File: config.mk
export PLATFORM = sky130hd
export DESIGN_NAME = cpu_axi_bridge
export DESIGN_NICKNAME = d
export VERILOG_FILES = /design/src/rtl/cpu_axi_pkg.sv /design/src/rtl/axi_wr_channel.sv /design/src/rtl/cpu_axi_bridge.sv
export SDC_FILE = /design/constraint.sdc
export NUM_CORES = 1
export LEC_CHECK = 0
export CAP_MARGIN = 20
export CORE_AREA = 4 4 161 163
export CTS_BUF_LIST = sky130_fd_sc_hd__clkbuf_8
export CTS_CLUSTER_DIAMETER = 40
export DETAILED_ROUTE_END_ITERATION = 12
export DIE_AREA = 0 0 165 167
export PLACE_DENSITY_LB_ADDON = 0.15
export SLEW_MARGIN = 5
export SYNTH_ARGS = -nofsm -noshare
export SYNTH_HDL_FRONTEND = slang
export SYNTH_HIERARCHICAL = 1
export SYNTH_SLANG_ARGS = --single-unit
File: constraint.sdc
create_clock -name clk -period 3.3 [get_ports clk]
set_input_delay 0.99 -clock clk [delete_from_list [all_inputs] [get_ports clk]]
set_output_delay 0.99 -clock clk [all_outputs]
set_load 0.02 [all_outputs]
File: src/rtl/cpu_axi_pkg.sv
// rtl/cpu_axi_pkg.sv - shared AXI IDs and FSM encodings for the CPU-to-AXI bridge
package cpu_axi_pkg;
  localparam logic [3:0] AXI_ID_INST = 4'd0;
  localparam logic [3:0] AXI_ID_DATA = 4'd1;

  typedef enum logic {RD_IDLE, RD_AR} rd_state_t;
  typedef enum logic [1:0] {WR_IDLE, WR_SEND, WR_RESP} wr_state_t;
endpackage

File: src/rtl/axi_wr_channel.sv
// rtl/axi_wr_channel.sv - single-beat AW/W/B sequencer for data-port stores
module axi_wr_channel
  import cpu_axi_pkg::*;
(
  input  logic        clk,
  input  logic        reset,
  input  logic        cpu_req,
  input  logic        cpu_wr,
  input  logic [1:0]  cpu_size,
  input  logic [3:0]  cpu_wstrb,
  input  logic [31:0] cpu_addr,
  input  logic [31:0] cpu_wdata,
  output logic        addr_ok,
  output logic        data_ok,
  output logic        idle,
  output logic [31:0] awaddr,
  output logic [2:0]  awsize,
  output logic        awvalid,
  input  logic        awready,
  output logic [31:0] wdata,
  output logic [3:0]  wstrb,
  output logic        wvalid,
  input  logic        wready,
  input  logic        bvalid,
  output logic        bready,
  input  logic        rvalid,
  input  logic [3:0]  rid
);
  wr_state_t  state;
  logic [1:0] size_q;
  logic       aw_left, w_left;

  assign awsize  = {1'b0, size_q};
  assign idle    = (state == WR_IDLE);
  assign addr_ok = idle && cpu_req && cpu_wr;
  // A data-read response and a store response would both land on data_ok; the read goes first.
  assign bready  = (state == WR_RESP) && !(rvalid && rid == AXI_ID_DATA);
  assign data_ok = bvalid && bready;
  assign aw_left = awvalid && !awready;
  assign w_left  = wvalid && !wready;

  always_ff @(posedge clk or posedge reset) begin
    if (reset) begin
      state   <= WR_IDLE;
      awvalid <= 1'b0;
      wvalid  <= 1'b0;
      awaddr  <= '0;
      wdata   <= '0;
      wstrb   <= '0;
      size_q  <= '0;
    end else begin
      case (state)
        WR_IDLE: if (addr_ok) begin
          awaddr  <= cpu_addr;
          wdata   <= cpu_wdata;
          wstrb   <= cpu_wstrb;
          size_q  <= cpu_size;
          awvalid <= 1'b1;
          wvalid  <= 1'b1;
          state   <= WR_SEND;
        end
        WR_SEND: begin
          if (awready) awvalid <= 1'b0;
          if (wready)  wvalid  <= 1'b0;
          if (!aw_left && !w_left) state <= WR_RESP;
        end
        WR_RESP: if (data_ok) state <= WR_IDLE;
        default: state <= WR_IDLE;
      endcase
    end
  end
endmodule

File: src/rtl/cpu_axi_bridge.sv
// rtl/cpu_axi_bridge.sv - bridges SRAM-like inst/data CPU ports onto one AXI master
module cpu_axi_bridge
  import cpu_axi_pkg::*;
#(
  parameter int DATA_RD_FIRST = 1
) (
  input  logic        clk,
  input  logic        reset,
  input  logic        inst_sram_req,
  input  logic        inst_sram_wr,
  input  logic [1:0]  inst_sram_size,
  input  logic [3:0]  inst_sram_wstrb,
  input  logic [31:0] inst_sram_addr,
  input  logic [31:0] inst_sram_wdata,
  output logic        inst_sram_addr_ok,
  output logic        inst_sram_data_ok,
  output logic [31:0] inst_sram_rdata,
  input  logic        data_sram_req,
  input  logic        data_sram_wr,
  input  logic [1:0]  data_sram_size,
  input  logic [3:0]  data_sram_wstrb,
  input  logic [31:0] data_sram_addr,
  input  logic [31:0] data_sram_wdata,
  output logic        data_sram_addr_ok,
  output logic        data_sram_data_ok,
  output logic [31:0] data_sram_rdata,
  output logic [3:0]  arid,
  output logic [31:0] araddr,
  output logic [7:0]  arlen,
  output logic [2:0]  arsize,
  output logic [1:0]  arburst,
  output logic [1:0]  arlock,
  output logic [3:0]  arcache,
  output logic [2:0]  arprot,
  output logic        arvalid,
  input  logic        arready,
  input  logic [3:0]  rid,
  input  logic [31:0] rdata,
  input  logic [1:0]  rresp,
  input  logic        rlast,
  input  logic        rvalid,
  output logic        rready,
  output logic [3:0]  awid,
  output logic [31:0] awaddr,
  output logic [7:0]  awlen,
  output logic [2:0]  awsize,
  output logic [1:0]  awburst,
  output logic [1:0]  awlock,
  output logic [3:0]  awcache,
  output logic [2:0]  awprot,
  output logic        awvalid,
  input  logic        awready,
  output logic [3:0]  wid,
  output logic [31:0] wdata,
  output logic [3:0]  wstrb,
  output logic        wlast,
  output logic        wvalid,
  input  logic        wready,
  input  logic [3:0]  bid,
  input  logic [1:0]  bresp,
  input  logic        bvalid,
  output logic        bready
);
  rd_state_t   rd_state;
  logic [1:0]  arsize_q;
  logic        inst_busy, data_busy, wr_idle;
  logic        inst_elig, data_elig, pick_data, ar_hs, r_hs;
  logic        inst_rd_ok, data_rd_ok, wr_addr_ok, wr_data_ok;
  logic        unused;

  assign unused = ^{inst_sram_wr, inst_sram_wstrb, inst_sram_wdata, rresp, rlast, bid, bresp};

  assign arlen   = 8'd0;
  assign arburst = 2'b01;
  assign arlock  = 2'b00;
  assign arcache = 4'd0;
  assign arprot  = 3'd0;
  assign awid    = AXI_ID_DATA;
  assign awlen   = 8'd0;
  assign awburst = 2'b01;
  assign awlock  = 2'b00;
  assign awcache = 4'd0;
  assign awprot  = 3'd0;
  assign wid     = AXI_ID_DATA;
  assign wlast   = 1'b1;

  assign arvalid = (rd_state == RD_AR);
  assign arsize  = {1'b0, arsize_q};
  assign rready  = !reset;
  assign ar_hs   = arvalid && arready;
  assign r_hs    = rvalid && rready;

  // Loads wait for any in-flight store so a load never overtakes a store to the same address.
  assign inst_elig = inst_sram_req && !inst_busy;
  assign data_elig = data_sram_req && !data_sram_wr && !data_busy && wr_idle;
  assign pick_data = data_elig && ((DATA_RD_FIRST != 0) || !inst_elig);

  // Responses are only delivered for reads still tracked, so anything abandoned by reset is dropped.
  assign inst_rd_ok = r_hs && (rid == AXI_ID_INST) && inst_busy;
  assign data_rd_ok = r_hs && (rid == AXI_ID_DATA) && data_busy;

  assign inst_sram_addr_ok = ar_hs && (arid == AXI_ID_INST);
  assign data_sram_addr_ok = (ar_hs && (arid == AXI_ID_DATA)) || wr_addr_ok;
  assign inst_sram_data_ok = inst_rd_ok;
  assign data_sram_data_ok = data_rd_ok || wr_data_ok;
  assign inst_sram_rdata   = inst_rd_ok ? rdata : 32'd0;
  assign data_sram_rdata   = data_rd_ok ? rdata : 32'd0;

  always_ff @(posedge clk or posedge reset) begin
    if (reset) begin
      rd_state  <= RD_IDLE;
      arid      <= AXI_ID_INST;
      araddr    <= '0;
      arsize_q  <= '0;
      inst_busy <= 1'b0;
      data_busy <= 1'b0;
    end else begin
      case (rd_state)
        RD_IDLE: if (pick_data) begin
          arid     <= AXI_ID_DATA;
          araddr   <= data_sram_addr;
          arsize_q <= data_sram_size;
          rd_state <= RD_AR;
        end else if (inst_elig) begin
          arid     <= AXI_ID_INST;
          araddr   <= inst_sram_addr;
          arsize_q <= inst_sram_size;
          rd_state <= RD_AR;
        end
        RD_AR: if (ar_hs) rd_state <= RD_IDLE;
        default: rd_state <= RD_IDLE;
      endcase
      if (ar_hs && arid == AXI_ID_INST) inst_busy <= 1'b1;
      else if (r_hs && rid == AXI_ID_INST) inst_busy <= 1'b0;
      if (ar_hs && arid == AXI_ID_DATA) data_busy <= 1'b1;
      else if (r_hs && rid == AXI_ID_DATA) data_busy <= 1'b0;
    end
  end

  axi_wr_channel u_wr (
    .clk(clk), .reset(reset),
    .cpu_req(data_sram_req), .cpu_wr(data_sram_wr), .cpu_size(data_sram_size),
    .cpu_wstrb(data_sram_wstrb), .cpu_addr(data_sram_addr), .cpu_wdata(data_sram_wdata),
    .addr_ok(wr_addr_ok), .data_ok(wr_data_ok), .idle(wr_idle),
    .awaddr(awaddr), .awsize(awsize), .awvalid(awvalid), .awready(awready),
    .wdata(wdata), .wstrb(wstrb), .wvalid(wvalid), .wready(wready),
    .bvalid(bvalid), .bready(bready), .rvalid(rvalid), .rid(rid)
  );
endmodule

# Word level (Yosys, flattened, before mapping)
# Cells that the tools add are included.
dict set report word_totals {
  output_inout_bits 230
  inputBits 196
  elab_cells 91
  reg_bits 115
}
dict set report op_classes {
  n_eq_ne 9
  bitwise_logic 1
  reduce_logical 43
  mux 25
}
# cell n
set op_table {}
lappend op_table {{$mux W32} 4}
lappend op_table {{$logic_and A1 B1 Y1} 20}
lappend op_table {{$mux W1} 10}
lappend op_table {{$mux W2} 5}
lappend op_table {{$logic_not A1 Y1} 9}
lappend op_table {{$reduce_and A3 Y1} 3}
lappend op_table {{$eq A4 B1 Y1 const B} 2}
lappend op_table {{$logic_not A4 Y1} 2}
lappend op_table {{$mux W4} 2}
lappend op_table {{$ne A2 B2 Y1 const B} 4}
lappend op_table {{$reduce_bool A2 Y1} 4}
lappend op_table {{$pmux W1 S2} 3}
lappend op_table {{$pmux W2 S3} 1}
lappend op_table {{$reduce_and A2 Y1} 2}
lappend op_table {{$eq A2 B1 Y1 const B} 1}
lappend op_table {{$eq A2 B2 Y1 const B} 1}
lappend op_table {{$logic_not A2 Y1} 1}
lappend op_table {{$logic_or A1 B1 Y1} 2}
lappend op_table {{$ne A2 B1 Y1 const B} 1}
lappend op_table {{$not A1 Y1} 1}

# Longest topological paths before layout
dict set report depth {
  depth_word 7
  ltp_mapped 7
  ltp_nobuf 4
}

# By module
# The synthesis kept the hierarchy.
# module area_per_inst_um2 seq_area_each_um2 cells_each n_inst
set modules_own_cells {}
lappend modules_own_cells {cpu_axi_bridge 3180.6 950.9 384 1}
lappend modules_own_cells {axi_wr_channel 3129.3 1851.8 173 1}

# Worst setup path after synthesis
# No wires, ideal clock.
dict set report synth_path {
  path_kind {input port to output port}
  startpoint {input port rid[1]}
  endpoint {output port data_sram_data_ok}
  required_time_ns 2.310
  slack_ns 0.094
  t_arrival_ns 2.216
  path_stages 4
  n_path_buf 0
  path_cell_list {nor4b_1 a21boi_0 and2_1 or2_2}
}
dict set report synth_between {
  elab_chain_cells 6
  elab_cells_between_ends 8
}
# element line
set synth_rtl {}
lappend synth_rtl {{start: declaration} cpu_axi_bridge.sv:37} ;# input logic [3:0] rid,
lappend synth_rtl {{$eq A4 B1 Y1} axi_wr_channel.sv:37} ;# assign bready = (state == WR_RESP) && !(rvalid && rid == AXI_ID_DATA);
lappend synth_rtl {{$logic_and A1 B1 Y1} axi_wr_channel.sv:37}
lappend synth_rtl {{$logic_not A1 Y1} axi_wr_channel.sv:37}
lappend synth_rtl {{$logic_and A1 B1 Y1} axi_wr_channel.sv:37}
lappend synth_rtl {{named net bready} cpu_axi_bridge.sv:62} ;# output logic bready
lappend synth_rtl {{$logic_and A1 B1 Y1} axi_wr_channel.sv:38} ;# assign data_ok = bvalid && bready;
lappend synth_rtl {{named net wr_data_ok} cpu_axi_bridge.sv:68} ;# logic inst_rd_ok, data_rd_ok, wr_addr_ok, wr_data_ok;
lappend synth_rtl {{$logic_or A1 B1 Y1} cpu_axi_bridge.sv:105} ;# assign data_sram_data_ok = data_rd_ok || wr_data_ok;
lappend synth_rtl {{end: declaration} cpu_axi_bridge.sv:25} ;# output logic data_sram_data_ok,
# The timed path passes the listed nets, and every way through them passes these cells.

# Worst setup path after layout
dict set report layout_path {
  startpoint {input port rid[2]}
  endpoint {output port data_sram_rdata[5]}
}
dict set report layout_between {
  elab_chain_cells 4
}
# element line
set layout_rtl {}
lappend layout_rtl {{$eq A4 B1 Y1} cpu_axi_bridge.sv:100} ;# assign data_rd_ok = r_hs && (rid == AXI_ID_DATA) && data_busy;
lappend layout_rtl {{$logic_and A1 B1 Y1 (2 in series)} cpu_axi_bridge.sv:100}
lappend layout_rtl {{$mux W32} cpu_axi_bridge.sv:107} ;# assign data_sram_rdata = data_rd_ok ? rdata : 32'd0;
lappend layout_rtl {{end: declaration} cpu_axi_bridge.sv:26} ;# output logic [31:0] data_sram_rdata,
# No other way between the ends.

==> key figures <==
Yosys
  – Fraction of registers with async set/reset: 1.00
  – EDFF count, synth: 0
  – Commonest register cell after synthesis: dfrtp_1
  – Seq/Total Area, Yosys: 0.444
  – Syn_area_per_cell: 11.3 um2
  – Netlist cell types: 40
  – Ys Warns: 6
  – Cell Area, Synth: 6310 um2
  – Mapped Cells: 557
  – Register bit total from synthesis: 112

Worst setup path
  – Flop-to-flop setup slack: 1090 ps
  – Kind of cell adding the most delay to the critical path: simple AND/OR/NAND/NOR gates
  – Worst endpoint required time: 2310 ps
  – CP endpoint kind: output port
  – CP Class: input pin to output port
  – Slowest stage cell on the critical path: nor4b_4
  – Slowest stage delay, CP: 360 ps
  – Crit path cell chain: buf_4, nor4b_4, and3_4, and2_1, clkdlybuf4s15_1
  – CP bufs+invs: 2
  – Register-to-Register Path Depth: 4
  – Launching point of the worst reg2reg path: u_wr/state[1]$_DFFE_PP0P_
  – Crit path DAT: 2260 ps
  – Critical path startpoint category: input pin
  – Critical Path Fanout Max: 6
  – Reg-to-reg endpoint: u_wr/awaddr[12]$_DFFE_PP0P_

Timing
  – Crit path time final: 3250 ps
  – Fmax: 308 MHz
  – Fin. max-slew vios: 0
  – Headroom to the max-slew limit: 0.575
  – Fin Hold WS: 506 ps
  – Least-Margin Pin Slew: 637 ps
  – Worst clock skew: 23.1 ps
  – Final Hold Fails: 0
  – RSZ-0062 raised after global routing: no
  – Fin crit share: 0.985
  – Final number of setup-violating endpoints: 0

Layout
  – Filler Cells Inserted: 2432
  – NumNets Final: 1075
  – Final Util: 0.409
  – Commonest non-fill, non-tap cell in the layout: clkdlybuf4s50_1
  – Most frequent cells in the layout: 251 x clkdlybuf4s50_1, 111 x dfrtp_1, 62 x and2_1
  – Syn-to-layout area delta: 57.6%
  – Share of cells above drive strength 1: 0.218
  – Final std cells w/o fill: 1211

Hold path
  – Hold Startpoint: u_wr/size_q[1]$_DFFE_PP0P_
  – Hold crit path type: flip-flop to flip-flop
  – Worst hold endpoint: u_wr/size_q[1]$_DFFE_PP0P_
  – Worst Hold Depth: 1

Global route
  – M3 GR Usage: 0.0593
  – Largest net degree at the start of global routing: 62
  – Global-route wire length before repair: 33.4 mm
  – Most Used Layer, Global Route: met2
  – GR Util met1: 0.177
  – Vias in the first global route: 5386
  – Initial antenna violation count: 3
  – GR Util met2: 0.284
  – Grt ovf: 0
  – Tot GR Track Use: 0.160

Floorplan
  – I/O pin cnt: 426
  – Core ar.: 24300 um2
  – Chip Height: 167 um
  – Die W: 165 um
  – # rows: 57
  – Initial Util: 0.259
  – Die area: 27600 um2

Power
  – Worst VDD drop: 0.000396 V
  – Leak: 0.00423 uW
  – PwrDens: 749 nW/um2

Clocking
  – Clock latency on the worst-skew pair: 410 ps
  – Hold Buf Count CTS: 0
  – Clock buffer depth: 2
  – CTS root buffer: clkbuf_8
  – # H-tree levels: 3
  – CTS tree: built
  – # clock sinks: 112
  – Clock slew seen by the registers of the worst setup and hold paths: 110 ps
  – CTS Buf Count: 9

Place
  – Port Buf Inserts: 327
  – Final HPWL from detailed placement: 17.3 mm
  – Placed cells: 1188
  – GPL Wtd Cong: 0.715

Detailed routing
  – DRC Markers: 0
  – Via-to-Cell Ratio: 4.37
  – DRT Pass-1 Iters: 4
  – Initial DRC count: 218
  – Avg WL per Cell: 18.8 um
  – Via count: 5293
  – Final WL: 22.8 mm
  – Antenna viol nets, final: 0

Outcome
  – Status: finished, final reports clean

Job
  – Maxcap violations: 0
[final cells by class]
| type | count | area (um2) | share of cell area |
|---|---|---|---|
| sequential | 112 | 2800 | 0.282 |
| inverter | 4 | 16.3 | 0.00164 |
| multi-input combinational | 393 | 3010 | 0.303 |
| tap | 324 | 405 | 0.0408 |
| timing repair buffer | 359 | 3470 | 0.349 |
| antenna | 3 | 7.51 | 0.000755 |
| clock buffer | 9 | 124 | 0.0125 |
| clock inverter | 7 | 103 | 0.0103 |
[per-layer routing]
layer | vias to the layer above | share of wire | wire [um]
met1 | 2536 | 0.37 | 8520
met4 | 0 | 0.011 | 259
met2 | 253 | 0.52 | 11800
met3 | 13 | 0.099 | 2260
met5 | - | 0 | 0
li1 | 2491 | - | -
[worst max path at each step]
stage	from	endpoint	slack, ps	cells past startpoint
detailed placement	rid[1]	data_sram_data_ok	-810	6
CTS	rid[2]	data_sram_rdata[13]	9	7
global placement	rid[1]	data_sram_rdata[16]	-760	6
floorplan	rid[1]	data_sram_data_ok	90	4
finish	rid[2]	data_sram_rdata[5]	50	5
global route	rid[2]	inst_sram_rdata[11]	4	6
[sequential cells by signal (all words and copies together) (netlist names)]
signal,cells
araddr,32
arid,1
arsize_q,2
arvalid,1
data_busy,1
inst_busy,1
u_wr/awaddr,32
u_wr/awvalid,1
u_wr/size_q,2
u_wr/state,2
u_wr/wdata,32
u_wr/wstrb,4
u_wr/wvalid,1
[through the flow]
step	setup slack [ps]	total power (uW)	area [um2]	TNS (ps)
floorplan	94.1	4770	6490	0
global placement	-762	6560	9720	-46260
detailed placement	-813	6570	9720	-47870
CTS	8.90	7590	9970	0
global route	4.11	7920	9940	0
finish	49.6	7450	9940	0
[cells in the mapped netlist (2+ instances only)]
master    number  area share
buf_2         14       0.011
and3_4         2      0.0036
dfrtp_1      112        0.44
nor2_1         3      0.0018
mux2_4        56        0.13
conb_1         3      0.0018
a21o_1         2      0.0024
nand3_1       34       0.027
buf_12         6       0.019
nand2_1       38       0.023
nor2b_1        4      0.0040
buf_6          6       0.011
buf_4         55       0.065
nand4_1       34       0.034
mux2_1        14       0.025
a21oi_1        2      0.0016
inv_1          4      0.0024
nand3b_1      34       0.040
clkbuf_1      16      0.0095
nand4b_1      34       0.047
and2_1        65       0.064
[cell families (layout without fill, tap and decap cells)]
group                  Yosys count  count (layout)  share of synthesized area
AND/OR/NAND/NOR                257             258                      0.260
buffers and inverters          102             379                      0.121
flip-flops                     112             112                      0.444
other                            3              55                    0.00178
AO/OA/AOI/OAI                   13              13                     0.0153
multiplexers                    70              70                      0.158
[repair_timing]
item	CTS	global route
gates cloned	2	0
buffers inserted	3	0
setup endpoints to repair	69	16
gates resized for setup	265	5
pin swaps	5	1
[report_power, final]
part / switching [uW] / internal (uW)
clock: 570 / 385
combinational: 1930 / 2160
sequential: 405 / 2000
total: 2910 / 4540
No activity file was read; power rests on OpenSTA's default activity.
